**config.mk**
```make
export PLATFORM = sky130hd
export DESIGN_NAME = bank_monitor
export DESIGN_NICKNAME = d
export VERILOG_FILES = /design/src/rtl/bank_monitor.sv
export SDC_FILE = /design/constraint.sdc
export NUM_CORES = 1
export LEC_CHECK = 0
export CORE_UTILIZATION = 56
export CTS_CLUSTER_DIAMETER = 60
export DETAILED_ROUTE_END_ITERATION = 7
export DONT_BUFFER_PORTS = 1
export PLACE_DENSITY = 0.85
export SETUP_SLACK_MARGIN = 0.15
export SYNTH_ARGS = -nofsm -noshare
export SYNTH_HDL_FRONTEND = slang
export SYNTH_SLANG_ARGS = --single-unit
```
**constraint.sdc**
```tcl
create_clock -name clock -period 1.5 [get_ports clock]
set_input_delay 0 -clock clock [delete_from_list [all_inputs] [get_ports clock]]
set_output_delay 0 -clock clock [all_outputs]
set_load 0.02 [all_outputs]
```
**src/rtl/bank_monitor.sv**
```systemverilog
// Passive 6509 bus monitor: shadows the $0000/$0001 bank registers and checks A19..A16 on every bus cycle.
// Build option BANK_ERR_CAPTURE_EN enables err_addr/err_valid capture of the first mismatch; otherwise both read 0.
//
// state  | meaning
// -------+------------------------------------------------------------
// S_IDLE | normal execution, every cycle predicted from exec_bank
// S_C2   | cycle 2 of (zp),Y: zero-page pointer operand fetch
// S_C3   | cycle 3: pointer low byte read
// S_C4   | cycle 4: pointer high byte read
// S_C5   | cycle 5: indirect data access (predicted from ind_bank)
// S_C6   | cycle 6: page-cross data access (sync=0) or next opcode fetch
module bank_monitor #(
  parameter int CNT_WIDTH = 8
) (
  input  logic                 clock,
  input  logic                 _reset,
  input  logic                 phi2_6509,
  input  logic                 r_w,
  input  logic [15:0]          address_cpu,
  input  logic [3:0]           address_bank,
  input  logic [7:0]           data_cpu,
  input  logic                 sync,
  input  logic                 rdy,
  output logic [3:0]           exec_bank,
  output logic [3:0]           ind_bank,
  output logic [3:0]           expected_bank,
  output logic                 indy_active,
  output logic                 bank_err,
  output logic [CNT_WIDTH-1:0] err_count,
  output logic [19:0]          err_addr,
  output logic                 err_valid
);

  typedef enum logic [2:0] {
    S_IDLE = 3'd0,
    S_C2   = 3'd1,
    S_C3   = 3'd2,
    S_C4   = 3'd3,
    S_C5   = 3'd4,
    S_C6   = 3'd5
  } state_t;

  state_t state, state_next;

  logic phi_s1, phi_s2, phi_prev;
  logic        lat_r_w, lat_sync, lat_rdy;
  logic [15:0] lat_addr;
  logic [3:0]  lat_bank;
  logic [7:0]  lat_data;

  logic       cycle_end, stall, live, is_ptr, opc_match, mismatch, cmp_err;
  logic [3:0] pred_bank;

  // Bus cycle ends on the falling edge of the synchronized phi2.
  assign cycle_end = phi_prev & ~phi_s2;
  assign stall     = ~lat_rdy & lat_r_w;
  assign live      = cycle_end & ~stall;
  assign is_ptr    = (lat_addr[15:1] == 15'd0);
  // LDA/STA (zp),Y family: $91 / $B1, bit 5 is don't-care.
  assign opc_match = lat_sync & lat_rdy & ((lat_data & 8'hDF) == 8'h91);

  always_ff @(posedge clock) begin
    if (!_reset) begin
      phi_s1   <= 1'b0;
      phi_s2   <= 1'b0;
      phi_prev <= 1'b0;
      lat_r_w  <= 1'b0;
      lat_sync <= 1'b0;
      lat_rdy  <= 1'b0;
      lat_addr <= 16'h0000;
      lat_bank <= 4'h0;
      lat_data <= 8'h00;
    end else begin
      phi_s1   <= phi2_6509;
      phi_s2   <= phi_s1;
      phi_prev <= phi_s2;
      if (phi_s2) begin
        lat_r_w  <= r_w;
        lat_sync <= sync;
        lat_rdy  <= rdy;
        lat_addr <= address_cpu;
        lat_bank <= address_bank;
        lat_data <= data_cpu;
      end
    end
  end

  always_ff @(posedge clock) begin
    if (!_reset) state <= S_IDLE;
    else         state <= state_next;
  end

  always_comb begin
    state_next = state;
    pred_bank  = exec_bank;
    case (state)
      S_C5:    pred_bank = ind_bank;
      S_C6:    pred_bank = lat_sync ? exec_bank : ind_bank;
      default: pred_bank = exec_bank;
    endcase
    if (live) begin
      case (state)
        S_IDLE:  state_next = opc_match ? S_C2 : S_IDLE;
        S_C2:    state_next = S_C3;
        S_C3:    state_next = S_C4;
        S_C4:    state_next = S_C5;
        S_C5:    state_next = S_C6;
        S_C6:    state_next = (lat_sync && opc_match) ? S_C2 : S_IDLE;
        default: state_next = S_IDLE;
      endcase
    end
  end

  assign indy_active = (state != S_IDLE);
  assign mismatch    = live & ~is_ptr & (lat_bank != pred_bank);

  // Shadow writes use the old bank values for this cycle's prediction.
  always_ff @(posedge clock) begin
    if (!_reset) begin
      exec_bank     <= 4'hF;
      ind_bank      <= 4'hF;
      expected_bank <= 4'hF;
    end else if (live) begin
      expected_bank <= pred_bank;
      if (!lat_r_w && is_ptr) begin
        if (lat_addr[0]) ind_bank  <= lat_data[3:0];
        else             exec_bank <= lat_data[3:0];
      end
    end
  end

  always_ff @(posedge clock) begin
    if (!_reset) begin
      cmp_err   <= 1'b0;
      bank_err  <= 1'b0;
      err_count <= '0;
    end else begin
      cmp_err  <= mismatch;
      bank_err <= cmp_err;
      if (bank_err && (err_count != {CNT_WIDTH{1'b1}}))
        err_count <= err_count + CNT_WIDTH'(1);
    end
  end

`ifdef BANK_ERR_CAPTURE_EN
  logic [19:0] cap_addr;
  logic        cap_valid;

  always_ff @(posedge clock) begin
    if (!_reset) begin
      cap_addr  <= 20'h00000;
      cap_valid <= 1'b0;
    end else if (mismatch && !cap_valid) begin
      cap_addr  <= {lat_bank, lat_addr};
      cap_valid <= 1'b1;
    end
  end

  assign err_addr  = cap_addr;
  assign err_valid = cap_valid;
`else
  assign err_addr  = 20'h00000;
  assign err_valid = 1'b0;
`endif

endmodule
```
# After elaboration in Yosys (flattened, before gate mapping)

Index checks and enable logic that the tools add are counted.
W data, S select, Z words.

$add $sub $neg: 1
Eq/ne operators: 8
Multiplexer cells: 5
Bitwise logic cells: 12
Reductions and logical operators: 9

Operator list:

| kind                  | count |
|---|---|
| $pmux W3 S6           | 1 |
| $logic_not A15 Y1     | 1 |
| $add A8 B1 Y8 const B | 1 |
| $ne A8 B8 Y1 const B  | 1 |
| $pmux W4 S2           | 1 |
| $and A1 B1 Y1         | 7 |
| $eq A7 B7 Y1 const B  | 1 |
| $eq A3 B2 Y1 const B  | 2 |
| $eq A3 B3 Y1 const B  | 2 |
| $reduce_and A3 Y1     | 2 |
| $not A1 Y1            | 5 |
| $mux W4               | 1 |
| $ne A4 B4 Y1          | 1 |
| $eq A3 B1 Y1 const B  | 1 |
| $logic_and A1 B1 Y1   | 3 |
| $logic_not A3 Y1      | 1 |
| $reduce_bool A3 Y1    | 1 |
| $mux W1               | 2 |
| $logic_not A1 Y1      | 1 |

Register bits after elaboration: 59
Input port bits: 34
Output and inout port bits: 43

# Logic depth before layout (Yosys ltp)

Gate-level depths: netlist of run 1.

Word-level depth: 6
Depth in mapped cells: 6
Depth with buffers taken out: 6

# Least setup slack after synthesis of run 1

No wires, ideal clock.

Kind: flip-flop to flip-flop
Start: reg err_count[0]
End: reg err_count[5]
Library setup time: 0.115 ns
Arrival: 1.542 ns
Required time: 1.385 ns
Setup slack: -0.157 ns
Cell stages (with the launch flop): 7
Clock period less this slack: 1.657 ns
Path through: dfxtp_1 ha_1 nand3_1 o21ai_1 nor3_1 xor2_1 and2_1

Longest elaborated chain between the ends: 2

Ends and longest elaborated chain:

| item                                                  | line | RTL |
|---|---|---|
| start, declared                                       | 29   | `output logic [CNT_WIDTH-1:0] err_count,` |
| start signal, assigned                                | 141  | `err_count <= err_count + CNT_WIDTH'(1);` |
| branches (longest 2 deep; another with $add A8 B1 Y8) | --   |  |

Parallel ways; which one is timed is not known.
A chain may end at the register's enable or synchronous reset.

# Final worst setup path of run 1

Start: reg lat_addr[5]
End: reg exec_bank[0]

Longest elaborated chain between the ends: 3

Ends and longest elaborated chain:

| item                               | line | RTL |
|---|---|---|
| start, declared                    | 47   | `logic [15:0] lat_addr;` |
| start signal, assigned             | 81   | `lat_addr <= address_cpu;` |
| $logic_not A15 Y1                  | 58   | `assign is_ptr = (lat_addr[15:1] == 15'd0);` |
| $logic_and A1 B1 Y1                | 125  | `if (!lat_r_w && is_ptr) begin` |
| $reduce_and A3 Y1 (no source line) | --   |  |
| end signal, assigned               | 127  | `else exec_bank <= lat_data[3:0];` |
| end, declared                      | 24   | `output logic [3:0] exec_bank,` |

Every way passes these cells.

==> out/qor.json, run 1 <==
{
  "status": {
    "outcome": "complete, but fails checks",
    "violations_in_the_final_reports": "design-rule violations, negative hold slack, negative setup slack"
  },
  "floorplanning": {
    "initial_utilization": 0.5909,
    "die_height_um": 70.48,
    "ports_placed_on_the_boundary": 77,
    "dieArea_um2": 4967,
    "design.core.area_um2": 4444,
    "x_dimension_of_the_die_um": 70.48,
    "placementRows": 24
  },
  "synthesis": {
    "synth_area_um2": 2626,
    "ys_ff_latch": 58,
    "synth_common_cells": "58 x sky130_fd_sc_hd__dfxtp_1, 42 x sky130_fd_sc_hd__mux2i_1, 32 x sky130_fd_sc_hd__nor2b_1",
    "syn_avg_cell_area_um2": 9.800,
    "synth.most_common_cell": "sky130_fd_sc_hd__dfxtp_1",
    "yosys.area.top_type_share": 0.4421,
    "postSynthCellCount": 268,
    "dominantRegCellSynth": "sky130_fd_sc_hd__dfxtp_1",
    "yosysTopAreaCell": "sky130_fd_sc_hd__dfxtp_1",
    "ys.warnings.count": 0,
    "ys_seq_area_frac": 0.4421,
    "yosysUniqueCellTypes": 41,
    "synth_area_leaders": "sky130_fd_sc_hd__dfxtp_1 44%, sky130_fd_sc_hd__mux2i_1 16%, sky130_fd_sc_hd__nor2b_1 7.6%",
    "asyncSetResetFlopFracSynth": 0,
    "synth-edff-count": 0
  },
  "cts": {
    "clock_insertion_delay_worst_skew_ns": 0.34,
    "clock_sink_total": 58,
    "clock_input_transition_at_the_sequential_cells_of_the_worst_setup_and_hold_paths_ns": 0.06,
    "post_cts_hold_buffer_count": 4,
    "tritoncts_clock_tree": "built",
    "cts-root-to-sink-buffers": 2,
    "tritoncts.num_buffers": 9,
    "clockRootBuffer": "sky130_fd_sc_hd__clkbuf_8",
    "h_tree_lvls": 3
  },
  "global_route": {
    "antenna_found_initial": 0,
    "grt_start_max_net_pins": 59,
    "grt_pass1_wl_um": 8852,
    "grt.overflow.total": 0,
    "vias_in_the_first_global_route": 1896,
    "grt_use_total": 0.2379
  },
  "placed_design": {
    "finalWeightedCongestion": 0.8101,
    "dp_wirelength_um": 3668,
    "portBuffers": 0
  },
  "routing": {
    "drt_first_iter_violations": 113,
    "post-route-drc-count": 11,
    "postRouteAntennaNets": 0,
    "dr_total_vias": 1939,
    "first_pass_iters": 6,
    "finalWirelength_um": 5541,
    "via_per_inst": 5.401,
    "drt-wirelength-per-cell_um": 15.43
  },
  "setup_path": {
    "worst-path-max-fanout": 4,
    "cpPeakStageDelay_ns": 0.32,
    "timing.critical_path.to_type": "flip-flop",
    "crit_required_ns": 1.73,
    "worstSetupStartpointType": "flip-flop",
    "critical_path.cell_chain": "nor4_1 > and3_1 > and4b_2 > mux2i_1 > nand2_1",
    "critical_path_class": "reg -> reg",
    "timing.critical_path.arrival_ns": 1.75,
    "critical_path.slowest_cell": "sky130_fd_sc_hd__dfxtp_2"
  },
  "sta": {
    "setup_ws_ns": -0.01947,
    "skew_ns": 0.008522,
    "rsz0062_at_grt": "true",
    "hold_slack_ns": -0.2674,
    "fin_crit_ns": 1.519,
    "final_hold_viol_count": 54,
    "period_share": 1.013,
    "slew_violations": 0,
    "timing.final.setup_violations": 2,
    "clock.fmax_mhz": 658.1,
    "tns_ns": -0.02057
  },
  "cells_and_area": {
    "fraction_of_final_layout_cells_sized_beyond_drive_strength_1": 0.2638,
    "insertedDiodeCount": 0,
    "nNetsFinal": 340,
    "flow.area_growth_from_synthesis_pct": 20.77
  },
  "job": {
    "drv_cap": 0
  },
  "pwr": {
    "peakVddDrop_mv": 0.6683,
    "power.static_leakage_nw": 1.324,
    "power_density_nw_per_um2": 969.1,
    "design_power_total_mw": 3.074
  },
  "worst_hold_path": {
    "hold_class": "in -> reg"
  }
}
flip-flops by register name, indices dropped and copies added (netlist names):
register / flops
lat_addr: 16
ind_bank: 4
lat_r_w: 1
lat_data: 7
expected_bank: 4
lat_rdy: 1
phi_s2: 1
lat_sync: 1
cmp_err: 1
err_count: 8
phi_prev: 1
lat_bank: 4
state: 3
exec_bank: 4
bank_err: 1
phi_s1: 1
where the power goes:
part	internal [mW]	switching [mW]
logic	0.111	0.137
registers	1.58	0.0355
clock network	0.663	0.549
cell families after synthesis:
family,Yosys count,synth area share
adder cells (fa/ha/maj),1,0.004763
AO/OA/AOI/OAI,21,0.06480
XOR/XNOR,8,0.02668
multiplexers,42,0.1601
buffers and inverters,42,0.09528
other,1,0.001428
flip-flops,58,0.4421
AND/OR/NAND/NOR,95,0.2049
cell type report:
cell class	count	area, um2
clock buffers	13	158.9
flip-flops and latches	58	1186
well taps	52	65.06
repair buffers	41	336.6
multi-input cells	188	1399
fillers	307	1272
inverters	7	26.28
layer usage:
metal,vias to the layer above,track usage,share of wire
met3,17,0.08081,0.069
met2,72,0.3743,0.48
met5,-,0,0
met1,906,0.2724,0.42
met4,0,0.1610,0.029
li1,944,-,-
worst max-delay path, delay by kind of cell (launching register included):
| family | cells | cell delay (ns) |
|---|---|---|
| DFF | 1 | 0.32 |
| muxes | 1 | 0.23 |
| and+or+nand+nor | 4 | 0.86 |
cells in the final DEF, fill, tap and decap left out, types with 3 or more instances in the layout:
cell type,count
sky130_fd_sc_hd__and2_1,10
sky130_fd_sc_hd__buf_4,32
sky130_fd_sc_hd__buf_6,5
sky130_fd_sc_hd__clkbuf_8,11
sky130_fd_sc_hd__conb_1,21
sky130_fd_sc_hd__dfxtp_1,44
sky130_fd_sc_hd__dfxtp_2,11
sky130_fd_sc_hd__dfxtp_4,3
sky130_fd_sc_hd__dlygate4sd3_1,4
sky130_fd_sc_hd__inv_1,6
sky130_fd_sc_hd__mux2i_1,40
sky130_fd_sc_hd__nand2_1,19
sky130_fd_sc_hd__nand3_1,3
sky130_fd_sc_hd__nand4_1,4
sky130_fd_sc_hd__nor2_1,5
sky130_fd_sc_hd__nor2b_1,31
sky130_fd_sc_hd__nor3b_1,3
sky130_fd_sc_hd__o211ai_1,5
sky130_fd_sc_hd__xor2_1,5
timing repair:
action	4_1_cts	5_1_grt
endpoints found under the setup margin	16	22
cloned	0	0
buffers inserted	9	4
resized for setup	10	19
hold endpoints to repair	58	54
pin swaps	11	19
final timing paths:
path                                  start           end  slack (ns)  cells after the start
worst min-delay path                 _reset   ind_bank[1]       -0.27                      1
worst min register to register  lat_addr[8]   lat_addr[8]        0.52                      2
worst max-delay path            lat_addr[5]  exec_bank[0]       -0.02                      5
worst max register to register  lat_addr[5]  exec_bank[0]       -0.02                      5
per-stage QoR:
step	std cells	setup slack (ns)	util	instance area, um2
floorplan	288	0.1082	-	2765
global placement	329	0.004016	0.6239	2773
detailed placement	329	-0.08372	0.6239	2773
CTS	355	0.0009125	0.6889	3062
global route	359	-0.07961	0.7137	3172
finish	359	-0.01947	0.7137	3172
No activity file was read; power rests on OpenSTA's default activity.
==> inputs of run 2 (changes only) <==
--- a/config.mk
+++ b/config.mk
@@ -5,11 +5,13 @@
 export SDC_FILE = /design/constraint.sdc
 export NUM_CORES = 1
 export LEC_CHECK = 0
-export CORE_UTILIZATION = 56
+export CELL_PAD_IN_SITES_DETAIL_PLACEMENT = 2
+export CELL_PAD_IN_SITES_GLOBAL_PLACEMENT = 2
+export CORE_UTILIZATION = 34
 export CTS_CLUSTER_DIAMETER = 60
 export DETAILED_ROUTE_END_ITERATION = 7
 export DONT_BUFFER_PORTS = 1
-export PLACE_DENSITY = 0.85
+export PLACE_DENSITY = 0.86
 export SETUP_SLACK_MARGIN = 0.15
 export SYNTH_ARGS = -nofsm -noshare
 export SYNTH_HDL_FRONTEND = slang
==> run 2 against run 1 <==
- the flow finishes with violations (negative hold slack, negative setup slack)
- total power up 18%
- clock power up 42%
- wire length grew 48%
- sequential power about the same
- critical path type unchanged
- via count increased by 5.7%
- global-route usage down 2.7 points
- cell area grew 6.6%
- die area is 63% higher
- combinational power increased by 17%
- worst hold slack lost 0.0075 ns
==> out/qor.json, run 2 (synthesis gave the netlist of run 1 again) <==
{
  "cts": {
    "clockRootBuffer": "sky130_fd_sc_hd__clkbuf_8",
    "clock_insertion_delay_worst_skew_ns": 0.35,
    "clock_input_transition_at_the_sequential_cells_of_the_worst_setup_and_hold_paths_ns": 0.08,
    "post_cts_hold_buffer_count": 4,
    "tritoncts_clock_tree": "built",
    "clock_sink_total": 58,
    "tritoncts.num_buffers": 9,
    "cts-root-to-sink-buffers": 2,
    "h_tree_lvls": 3
  },
  "cells_and_area": {
    "flow.area_growth_from_synthesis_pct": 28.73,
    "largest_register": "lat_addr",
    "layout_common_cells": "43 x sky130_fd_sc_hd__dfxtp_1, 38 x sky130_fd_sc_hd__mux2i_1, 33 x sky130_fd_sc_hd__buf_4",
    "layout_top_registers": "lat_addr (16), err_count (8), lat_data (7)",
    "insertedDiodeCount": 0,
    "final_core_util": 0.4587,
    "largest_reg_flops": 16,
    "most_common_cell_after_layout_fill_and_taps_aside": "sky130_fd_sc_hd__dfxtp_1",
    "final-instance-count-excl-fill": 411,
    "nNetsFinal": 343,
    "fillCellCount": 791,
    "fraction_of_final_layout_cells_sized_beyond_drive_strength_1": 0.3173
  },
  "setup_path": {
    "timing.critical_path.arrival_ns": 1.92,
    "worstSetupStartpointType": "flip-flop",
    "critical_path_class": "reg -> reg",
    "timing.rr.start": "lat_addr[11]",
    "crit_path_start": "lat_addr[11]",
    "crit_required_ns": 1.72,
    "cpPeakStageDelay_ns": 0.34,
    "critical_path.slowest_cell": "sky130_fd_sc_hd__dfxtp_2",
    "worst-path-max-fanout": 4,
    "critPathBufInv": 0,
    "timing.critical_path.to_type": "flip-flop",
    "cp_top_family": "simple AND/OR/NAND/NOR gates",
    "critical_path.cell_chain": "nor4_4 > and3_4 > and4b_2 > mux2i_1 > nand2_1"
  },
  "sta": {
    "clock.fmax_mhz": 588.0,
    "skew_ns": 0.01486,
    "period_share": 1.134,
    "final_hold_viol_count": 55,
    "setup_ws_ns": -0.2007,
    "hold_slack_ns": -0.2749,
    "slew_violations": 0,
    "timing.final.setup_violations": 8,
    "rsz0062_at_grt": "true",
    "fin_crit_ns": 1.701
  },
  "routing": {
    "top_signal_layer_used": "met4",
    "drt_first_iter_violations": 93,
    "post-route-drc-count": 0,
    "first_pass_iters": 4,
    "route.layer.met1.wl_um": 3350,
    "postRouteAntennaNets": 0,
    "finalWirelength_um": 8202,
    "drt-wirelength-per-cell_um": 19.96,
    "dr_total_vias": 2049,
    "met2RoutedLength_um": 4340,
    "via_per_inst": 4.985,
    "wl_met3_um": 392
  },
  "floorplanning": {
    "die_height_um": 89.89,
    "ports_placed_on_the_boundary": 77,
    "dieArea_um2": 8080,
    "initial_utilization": 0.3564,
    "x_dimension_of_the_die_um": 89.89,
    "design.core.area_um2": 7370,
    "placementRows": 31
  },
  "global_route": {
    "vias_in_the_first_global_route": 2303,
    "grt_use_total": 0.2108,
    "antenna_found_initial": 0,
    "grt.overflow.total": 0,
    "grt_start_max_net_pins": 59,
    "grt_pass1_wl_um": 12820
  },
  "status": {
    "violations_in_the_final_reports": "negative hold slack, negative setup slack",
    "outcome": "complete, but fails checks"
  },
  "placed_design": {
    "post-place-ws_ns": -0.1876,
    "placed_cells_incl_taps": 385,
    "finalWeightedCongestion": 0.7141,
    "dp_wirelength_um": 5373,
    "portBuffers": 0
  },
  "pwr": {
    "power.static_leakage_nw": 1.377,
    "power_density_nw_per_um2": 1074,
    "peakVddDrop_mv": 0.5020
  },
  "worst_hold_path": {
    "hold_path_startpoint": "_reset",
    "hold_class": "in -> reg"
  },
  "job": {
    "drv_cap": 0
  }
}
run 2: changes by cell type in the layout (fill, tap and decap cells not counted), sizes merged:
cell,change
clkinv,+1
clkinvlp,+1
buf,+3
clkbuf,-2
bufinv,+2
run 2: path summary, 6_finish.rpt:
check | cells past startpoint | end | slack [ns]
worst max-delay path | 5 | exec_bank[0] | -0.20
worst max register to register | 5 | exec_bank[0] | -0.20
worst min register to register | 2 | lat_rdy | 0.53
worst min-delay path | 1 | ind_bank[2] | -0.27
run 2: worst register-to-register path: stages (launching register included):
cell	delay (ns)
sky130_fd_sc_hd__dfxtp_2	0.34
sky130_fd_sc_hd__nor4_4	0.29
sky130_fd_sc_hd__and3_4	0.24
sky130_fd_sc_hd__and4b_2	0.32
sky130_fd_sc_hd__mux2i_1	0.28
sky130_fd_sc_hd__nand2_1	0.12
run 2: area by class of cell:
type / count / area [um2] / share of cell area
clock buffers: 11 / 162.7 / 0.04811
inverters: 7 / 26.28 / 0.007772
well taps: 99 / 123.9 / 0.03664
flip-flops and latches: 58 / 1185 / 0.3505
clock inverters: 4 / 72.57 / 0.02147
multi-input cells: 188 / 1444 / 0.4271
repair buffers: 44 / 366.6 / 0.1084
run 2: what timing repair did:
item | 4_1_cts | 5_1_grt
resized for setup | 23 | 19
endpoints found under the hold margin | 58 | 55
setup endpoints to repair | 19 | 23
pin swaps | 15 | 11
setup buffers | 4 | 3
run 2: where the power goes:
group | internal, mW | switching, mW | leakage (nW)
logic | 0.129 | 0.161 | 0.782
registers | 1.58 | 0.0431 | 0.479
clock network | 1.07 | 0.652 | 0.117
total | 2.78 | 0.856 | 1.38
run 2: stage by stage:
stage               setup TNS, ns  total power [mW]  cell area (um2)  hold WS, ns
floorplan                       0             1.879             2765       0.1273
global placement         -0.07768             1.867             2899      0.07002
detailed placement         -1.041             1.885             2899      0.07406
CTS                       -0.3476             3.645             3291      -0.2956
global route               -1.210             3.742             3381      -0.2840
finish                    -0.5601             3.632             3381      -0.2749
run 2: per-layer routing:
metal,vias to the layer above,GRT usage
met5,-,0
met4,0,0.08871
met3,12,0.06514
met2,60,0.3795
met1,1026,0.2281
li1,951,-
